### src/rtl/mesh_led_scheduler_pkg.sv
// Shared constants, display state type and ID helper for the sensor-mesh LED scheduler.
package mesh_pkg;
    localparam int NODES = 16;
    localparam int ID_W  = 4;
    localparam int DEPTH = 8;
    localparam int PTR_W = 3;
    localparam int CNT_W = 4;

    typedef enum logic [1:0] {
        IDLE = 2'd0,
        SHOW = 2'd1,
        GAP  = 2'd2
    } disp_state_t;

    function automatic logic [ID_W-1:0] next_id(input logic [ID_W-1:0] id);
        return id + 4'd1;
    endfunction
endpackage

### src/rtl/mesh_led_scheduler_if.sv
// Alert inputs, display outputs and queue status of the mesh LED scheduler.
interface mesh_led_scheduler_if;
    import mesh_pkg::*;

    logic [NODES-1:0] node_alert;
    logic             enable;
    logic [ID_W-1:0]  led;
    logic             led_valid;
    logic [CNT_W-1:0] fifo_count;
    logic             fifo_full;
    logic             dropped;

    modport master (
        output node_alert, enable,
        input  led, led_valid, fifo_count, fifo_full, dropped
    );

    modport slave (
        input  node_alert, enable,
        output led, led_valid, fifo_count, fifo_full, dropped
    );
endinterface

### src/rtl/mesh_led_scheduler_arbiter.sv
// Combinational round-robin pick of the first pending node at or above rr_ptr.
module mesh_rr_arbiter
    import mesh_pkg::*;
(
    input  logic [NODES-1:0] pending,
    input  logic [ID_W-1:0]  rr_ptr,
    output logic             gnt_valid,
    output logic [ID_W-1:0]  gnt_id
);
    logic [ID_W-1:0] idx_s;
    logic            hit_s;

    // Upward scan; the 4-bit index wraps 15->0 on its own.
    always_comb begin
        gnt_valid = 1'b0;
        gnt_id    = {ID_W{1'b0}};
        idx_s     = {ID_W{1'b0}};
        hit_s     = 1'b0;
        for (int i = 0; i < NODES; i++) begin
            idx_s     = rr_ptr + ID_W'(i);
            hit_s     = pending[idx_s] & ~gnt_valid;
            gnt_id    = hit_s ? idx_s : gnt_id;
            gnt_valid = gnt_valid | hit_s;
        end
    end
endmodule

### src/rtl/mesh_led_scheduler.sv
// Captures node alert rises, queues node IDs round-robin and paces them onto the LEDs.
module mesh_led_scheduler
    import mesh_pkg::*;
#(
    parameter int HOLD_CYC = 25_000_000,
    parameter int GAP_CYC  = 2_500_000
) (
    input  logic                 clk,
    input  logic                 reset,
    mesh_led_scheduler_if.slave  bus
);
    localparam int MAX_CYC = (HOLD_CYC > GAP_CYC) ? HOLD_CYC : GAP_CYC;
    localparam int HC_W    = ($clog2(MAX_CYC) < 1) ? 1 : $clog2(MAX_CYC);
    localparam logic [HC_W-1:0]  HOLD_LOAD = HC_W'(HOLD_CYC - 1);
    localparam logic [HC_W-1:0]  GAP_LOAD  = HC_W'(GAP_CYC - 1);
    localparam logic [CNT_W-1:0] FULL_CNT  = CNT_W'(DEPTH);

    logic [NODES-1:0] alert_q_r, pending_r, rise_s, gnt_mask_s;
    logic [ID_W-1:0]  rr_ptr_r, arb_id_s, led_r, led_nxt_s;
    logic             arb_valid_s, push_s, pop_s;
    logic [ID_W-1:0]  mem_r [DEPTH];
    logic [PTR_W-1:0] wr_ptr_r, rd_ptr_r;
    logic [CNT_W-1:0] count_r, count_nxt_s;
    logic             fifo_full_r, dropped_r, led_valid_r, led_valid_nxt_s;
    disp_state_t      state_r, state_nxt_s;
    logic [HC_W-1:0]  hold_cnt_r, hold_nxt_s;

    mesh_rr_arbiter u_arb (
        .pending   (pending_r),
        .rr_ptr    (rr_ptr_r),
        .gnt_valid (arb_valid_s),
        .gnt_id    (arb_id_s)
    );

    // Grant uses the registered count, so a same-cycle pop never frees room for a push.
    assign rise_s     = bus.node_alert & ~alert_q_r;
    assign push_s     = arb_valid_s & (count_r < FULL_CNT);
    assign gnt_mask_s = push_s ? ({{(NODES-1){1'b0}}, 1'b1} << arb_id_s) : {NODES{1'b0}};

    // Queue occupancy after this cycle's push/pop.
    always_comb begin
        count_nxt_s = count_r;
        case ({push_s, pop_s})
            2'b10:   count_nxt_s = count_r + CNT_W'(1);
            2'b01:   count_nxt_s = count_r - CNT_W'(1);
            default: count_nxt_s = count_r;
        endcase
    end

    // Display pacing: SHOW for HOLD_CYC cycles, then GAP_CYC+1 blank cycles before a new pop.
    always_comb begin
        state_nxt_s     = state_r;
        hold_nxt_s      = hold_cnt_r;
        led_nxt_s       = led_r;
        led_valid_nxt_s = led_valid_r;
        pop_s           = 1'b0;
        case (state_r)
            IDLE: begin
                led_nxt_s       = {ID_W{1'b0}};
                led_valid_nxt_s = 1'b0;
                if (bus.enable && (count_r != {CNT_W{1'b0}})) begin
                    pop_s           = 1'b1;
                    led_nxt_s       = mem_r[rd_ptr_r];
                    led_valid_nxt_s = 1'b1;
                    hold_nxt_s      = HOLD_LOAD;
                    state_nxt_s     = SHOW;
                end else begin
                    state_nxt_s     = IDLE;
                end
            end
            SHOW: begin
                if (hold_cnt_r == {HC_W{1'b0}}) begin
                    led_nxt_s       = {ID_W{1'b0}};
                    led_valid_nxt_s = 1'b0;
                    hold_nxt_s      = GAP_LOAD;
                    state_nxt_s     = GAP;
                end else begin
                    hold_nxt_s      = hold_cnt_r - HC_W'(1);
                end
            end
            GAP: begin
                if (hold_cnt_r == {HC_W{1'b0}}) begin
                    state_nxt_s     = IDLE;
                end else begin
                    hold_nxt_s      = hold_cnt_r - HC_W'(1);
                end
            end
            default: begin
                led_nxt_s       = {ID_W{1'b0}};
                led_valid_nxt_s = 1'b0;
                hold_nxt_s      = {HC_W{1'b0}};
                state_nxt_s     = IDLE;
            end
        endcase
    end

    // Edge capture, pending set/clear (set wins), arbiter pointer and merge pulse.
    always_ff @(posedge clk or posedge reset) begin
        if (reset) begin
            alert_q_r <= {NODES{1'b0}};
            pending_r <= {NODES{1'b0}};
            rr_ptr_r  <= {ID_W{1'b0}};
            dropped_r <= 1'b0;
        end else begin
            alert_q_r <= bus.node_alert;
            pending_r <= (pending_r & ~gnt_mask_s) | rise_s;
            dropped_r <= |(rise_s & pending_r & ~gnt_mask_s);
            if (push_s) begin
                rr_ptr_r <= next_id(arb_id_s);
            end
        end
    end

    // Node-ID queue storage, pointers and status.
    always_ff @(posedge clk or posedge reset) begin
        if (reset) begin
            for (int i = 0; i < DEPTH; i++) begin
                mem_r[i] <= {ID_W{1'b0}};
            end
            wr_ptr_r    <= {PTR_W{1'b0}};
            rd_ptr_r    <= {PTR_W{1'b0}};
            count_r     <= {CNT_W{1'b0}};
            fifo_full_r <= 1'b0;
        end else begin
            if (push_s) begin
                mem_r[wr_ptr_r] <= arb_id_s;
                wr_ptr_r        <= wr_ptr_r + PTR_W'(1);
            end
            if (pop_s) begin
                rd_ptr_r <= rd_ptr_r + PTR_W'(1);
            end
            count_r     <= count_nxt_s;
            fifo_full_r <= (count_nxt_s == FULL_CNT);
        end
    end

    // Display state and registered LED outputs.
    always_ff @(posedge clk or posedge reset) begin
        if (reset) begin
            state_r     <= IDLE;
            hold_cnt_r  <= {HC_W{1'b0}};
            led_r       <= {ID_W{1'b0}};
            led_valid_r <= 1'b0;
        end else begin
            state_r     <= state_nxt_s;
            hold_cnt_r  <= hold_nxt_s;
            led_r       <= led_nxt_s;
            led_valid_r <= led_valid_nxt_s;
        end
    end

    assign bus.led        = led_r;
    assign bus.led_valid  = led_valid_r;
    assign bus.fifo_count = count_r;
    assign bus.fifo_full  = fifo_full_r;
    assign bus.dropped    = dropped_r;
endmodule

### src/flat_wrapper.sv
// flat-port wrapper written by rule: the top's interface ports become plain ports
module mesh_led_scheduler_flat import mesh_pkg::*;
#(
    parameter int HOLD_CYC = 25_000_000,
    parameter int GAP_CYC  = 2_500_000
)
  (clk, reset, bus_node_alert, bus_enable, bus_led, bus_led_valid, bus_fifo_count, bus_fifo_full, bus_dropped);
  mesh_led_scheduler_if bus_i ();
  input  logic clk;
  input  logic reset;
  input wire logic [$bits(bus_i.node_alert)-1:0] bus_node_alert;
  input wire logic [$bits(bus_i.enable)-1:0] bus_enable;
  output wire logic [$bits(bus_i.led)-1:0] bus_led;
  output wire logic [$bits(bus_i.led_valid)-1:0] bus_led_valid;
  output wire logic [$bits(bus_i.fifo_count)-1:0] bus_fifo_count;
  output wire logic [$bits(bus_i.fifo_full)-1:0] bus_fifo_full;
  output wire logic [$bits(bus_i.dropped)-1:0] bus_dropped;
  assign bus_i.node_alert = bus_node_alert;
  assign bus_i.enable = bus_enable;
  assign bus_led = bus_i.led;
  assign bus_led_valid = bus_i.led_valid;
  assign bus_fifo_count = bus_i.fifo_count;
  assign bus_fifo_full = bus_i.fifo_full;
  assign bus_dropped = bus_i.dropped;
  mesh_led_scheduler #(.HOLD_CYC(HOLD_CYC), .GAP_CYC(GAP_CYC)) u_core (.clk(clk), .reset(reset), .bus(bus_i));
endmodule
### config.mk
export PLATFORM = sky130hd
export DESIGN_NAME = mesh_led_scheduler_flat
export DESIGN_NICKNAME = d
export VERILOG_FILES = /design/src/rtl/mesh_led_scheduler_pkg.sv /design/src/rtl/mesh_led_scheduler_if.sv /design/src/rtl/mesh_led_scheduler_arbiter.sv /design/src/rtl/mesh_led_scheduler.sv /design/src/flat_wrapper.sv
export SDC_FILE = /design/constraint.sdc
export NUM_CORES = 1
export LEC_CHECK = 0
export CAP_MARGIN = 20
export CELL_PAD_IN_SITES_DETAIL_PLACEMENT = 0
export CELL_PAD_IN_SITES_GLOBAL_PLACEMENT = 2
export CORE_MARGIN = 2
export CORE_UTILIZATION = 43
export CTS_CLUSTER_SIZE = 25
export DETAILED_ROUTE_END_ITERATION = 8
export PLACE_DENSITY = 0.84
export REMOVE_ABC_BUFFERS = 1
export SYNTH_ARGS = -nofsm -noshare
export SYNTH_HDL_FRONTEND = slang
export SYNTH_SLANG_ARGS = --single-unit
### constraint.sdc
create_clock -name clk -period 14.79 [get_ports clk]
set_clock_uncertainty 0.1 [all_clocks]
set_input_delay 2.958 -clock clk [delete_from_list [all_inputs] [get_ports clk]]
set_output_delay 2.958 -clock clk [all_outputs]
set_load 0.02 [all_outputs]
==> results.ini <==
[route]
ant_nets=0
drc=0
viasPerCell=6.15
drtIter0Drc=441
dr.pass1.iters=4
vias=6671
wirelength_mm=21.9
wl_per_cell_um=20.2

[place]
hpwlAfterDp_mm=16.0
dp_cells=1068
gp_congestion=0.941
dpl_cell_area_mm2=0.00841
place_ws_ns=8.60
io_buffers=29

[setup_path]
rrSetupSlack_ns=8.60
required_ns=14.92
worstReg2RegEnd=u_core.bus.dropped$_DFF_PP0_
cp-end-kind=register
critPathLaunchType=register
critPathKind=register to register
critPathMaxFanout=38
r2r-start=u_core.rr_ptr_r[0]$_DFFE_PP0P_
endpoint=u_core.bus.dropped$_DFF_PP0_
cp.arrival_ns=6.33
r2r_cells=16
setup.worst_path.start=u_core.rr_ptr_r[0]$_DFFE_PP0P_

[clock_tree]
cts_root_buf=clkbuf_16
clock_path_buffers=2
cts_buffers=9
cts_tree=done
post_cts_resized=0
clk_latency_ns=0.36
cts_hold_buf=0
postCtsSetupBuffers=0
clk_pin_slew_worst_paths_ns=0.08
clock-sinks=112
htree_levels=3

[floorplanning]
core.rowCount=49
die_area_mm2=0.0196
start_util=0.440
core_mm2=0.0181
die_y_um=140
io_pins=30
die_w_um=140

[logic_synthesis]
synth_top_area_cell=dfrtp_1
yosysSeqAreaShare=0.352
yosysMostFrequentCell=dfrtp_1
synthTopCellsByCount=112 x dfrtp_1, 101 x nand2_1, 71 x o21ai_0
synth_seq_cells=112
synth-edff-count=0
yosys_warnings=0
synthesis.area_mm2=0.00796
synthCells=838
synthFlopType=dfrtp_1
synth_cell_types=92
yosysTopAreaCellShare=0.352
syn_avg_cell_area_um2=9.50
synthArstFlopShare=1.00
yosys-top-cells-area=dfrtp_1 35%, mux4_2 6.8%, nand2_1 4.8%

[timing]
max_freq_ghz=0.161
max_slew.worst_pin.slew_ns=1.00
period_needed_ns=6.19
hold_viol=0
setup-violations-final=0
setup_slack_ns=8.60
post-route-period-util=0.419
slew_headroom=0.333
drv_slew=0
fin_setup_tns_ns=0
rsz0062_at_grt=false

[power]
p_leak_nw=3.44
pwr-share-comb=0.625
irDropWorstVdd_v=0.0000833
power_frac_clock=0.121
power_frac_seq=0.254
p_per_area_mw_per_mm2=227
p_sw_w=0.000956
swShare=0.483
intPower_w=0.00102

[final_layout]
layoutNonFillerInstCount=1084
fillCellCount=1707
drive_gt1_frac=0.127
insertedDiodeCount=0
fin_nets=888
synthToLayoutAreaGrowth_pct=9.53
stdcell_area_mm2=0.00872

[grt]
grt.overflow.total=0
grt_usage=0.227
antenna_found_initial=0
grt_max_degree=81
grt_pass1_wl_mm=35.5
first_global_vias=6439

[run_status]
status=completed

[hold_path]
hp-class=register to register

[job]
cap_viol_max_count=0

## cell type report
class	count	area (um2)	share of cell area
inverter	24	92.6	0.0106
sequential	112	2800	0.322
multi-input combinational	665	4870	0.558
timing repair buffer	39	385	0.0442
tap	229	287	0.0329
clock buffer	9	225	0.0258
clock inverter	6	57.6	0.00660
## power groups by stage
| stage | logic (W) | registers (W) | clock network, W |
|---|---|---|---|
| 3_3_place_gp | 0.00122 | 0.000501 | 0 |
| 6_report | 0.00124 | 0.000503 | 0.000239 |
| 3_5_place_dp | 0.00122 | 0.000507 | 0 |
| 5_1_grt | 0.00135 | 0.000519 | 0.000258 |
| 2_1_floorplan | 0.000866 | 0.000523 | 0 |
| 4_1_cts | 0.00123 | 0.000501 | 0.000248 |
## how the worst min path moves through the flow
| stage | startpoint | to | slack (ns) | cells after the start |
|---|---|---|---|---|
| 3_5_place_dp | u_core.alert_q_r[15]$_DFF_PP0_ | u_core.pending_r[15]$_DFF_PP0_ | 0.34 | 1 |
| 4_1_cts | u_core.alert_q_r[15]$_DFF_PP0_ | u_core.pending_r[15]$_DFF_PP0_ | 0.35 | 1 |
| 3_3_place_gp | u_core.alert_q_r[15]$_DFF_PP0_ | u_core.pending_r[15]$_DFF_PP0_ | 0.32 | 1 |
| 6_report | u_core.alert_q_r[15]$_DFF_PP0_ | u_core.pending_r[15]$_DFF_PP0_ | 0.36 | 1 |
| 2_1_floorplan | u_core.alert_q_r[15]$_DFF_PP0_ | u_core.pending_r[15]$_DFF_PP0_ | 0.32 | 1 |
| 5_1_grt | u_core.alert_q_r[15]$_DFF_PP0_ | u_core.pending_r[15]$_DFF_PP0_ | 0.39 | 1 |
## critical path: stages, from the launching register on
cell      delay, ns
dfrtp_1        0.33
buf_4          0.46
inv_1          0.09
ha_1           0.74
inv_1          0.42
mux4_2         0.59
mux2_2         0.34
and2_1         0.18
and4_1         0.30
a211oi_1       0.41
o21ai_0        0.17
a32o_1         0.36
clkinv_1       0.19
ha_1           0.29
nor4b_1        0.42
o32ai_1        0.15
or4b_1         0.53
## state kept, by name, indices dropped and copies added (netlist names)
| signal | cells |
|---|---|
| u_core.mem_r | 32 |
| u_core.hold_cnt_r | 25 |
| u_core.alert_q_r | 16 |
| u_core.pending_r | 16 |
| u_core.bus.fifo_count | 4 |
| u_core.bus.led | 4 |
| u_core.rr_ptr_r | 4 |
| u_core.rd_ptr_r | 3 |
| u_core.wr_ptr_r | 3 |
| u_core.state_r | 2 |
| u_core.bus.dropped | 1 |
| u_core.bus.fifo_full | 1 |
| u_core.bus.led_valid | 1 |
## cell families (layout without fill, tap and decap cells)
group,after synthesis,in the layout,synth area share
buf+inv,61,78,0.0363
fa+ha+maj,20,20,0.0308
mux,93,93,0.172
simple gates,299,299,0.186
compound gates,228,228,0.193
xor+xnor,25,25,0.0294
flops,112,112,0.352
## cells in the final DEF, fill, tap and decap left out, types with 6 or more instances in the layout
| cell type | instances |
|---|---|
| a211oi_1 | 7 |
| a21o_1 | 16 |
| a21oi_1 | 39 |
| a22o_1 | 8 |
| a22oi_1 | 7 |
| a31oi_1 | 6 |
| and2_1 | 6 |
| and3_1 | 7 |
| buf_4 | 9 |
| clkbuf_16 | 9 |
| clkdlybuf4s50_1 | 29 |
| dfrtp_1 | 112 |
| ha_1 | 18 |
| inv_1 | 18 |
| mux2_2 | 29 |
| mux2i_1 | 29 |
| mux4_2 | 24 |
| nand2_1 | 101 |
| nand2b_1 | 9 |
| nand3_1 | 26 |
| nor2_1 | 60 |
| nor2b_1 | 19 |
| nor3_1 | 19 |
| nor4_1 | 6 |
| o211ai_1 | 6 |
| o21a_1 | 11 |
| o21ai_0 | 71 |
| o22ai_1 | 9 |
| xnor2_1 | 17 |
| xor2_1 | 6 |
## per-stage QoR
| stage | util | total power, W | hold slack, ns |
|---|---|---|---|
| floorplan | - | 0.00139 | 0.315 |
| global placement | 0.465 | 0.00172 | 0.323 |
| detailed placement | 0.465 | 0.00173 | 0.343 |
| CTS | 0.480 | 0.00198 | 0.355 |
| global route | 0.482 | 0.00212 | 0.389 |
| finish | 0.482 | 0.00198 | 0.356 |
## per-layer routing
metal,routed length [um],GRT usage,vias to the layer above
met2,10400,0.368,168
met3,946,0.0376,24
met1,10200,0.322,3346
met5,0,0,-
li1,-,-,3133
met4,333,0.0526,0
Power figures use the tool's default switching activity.
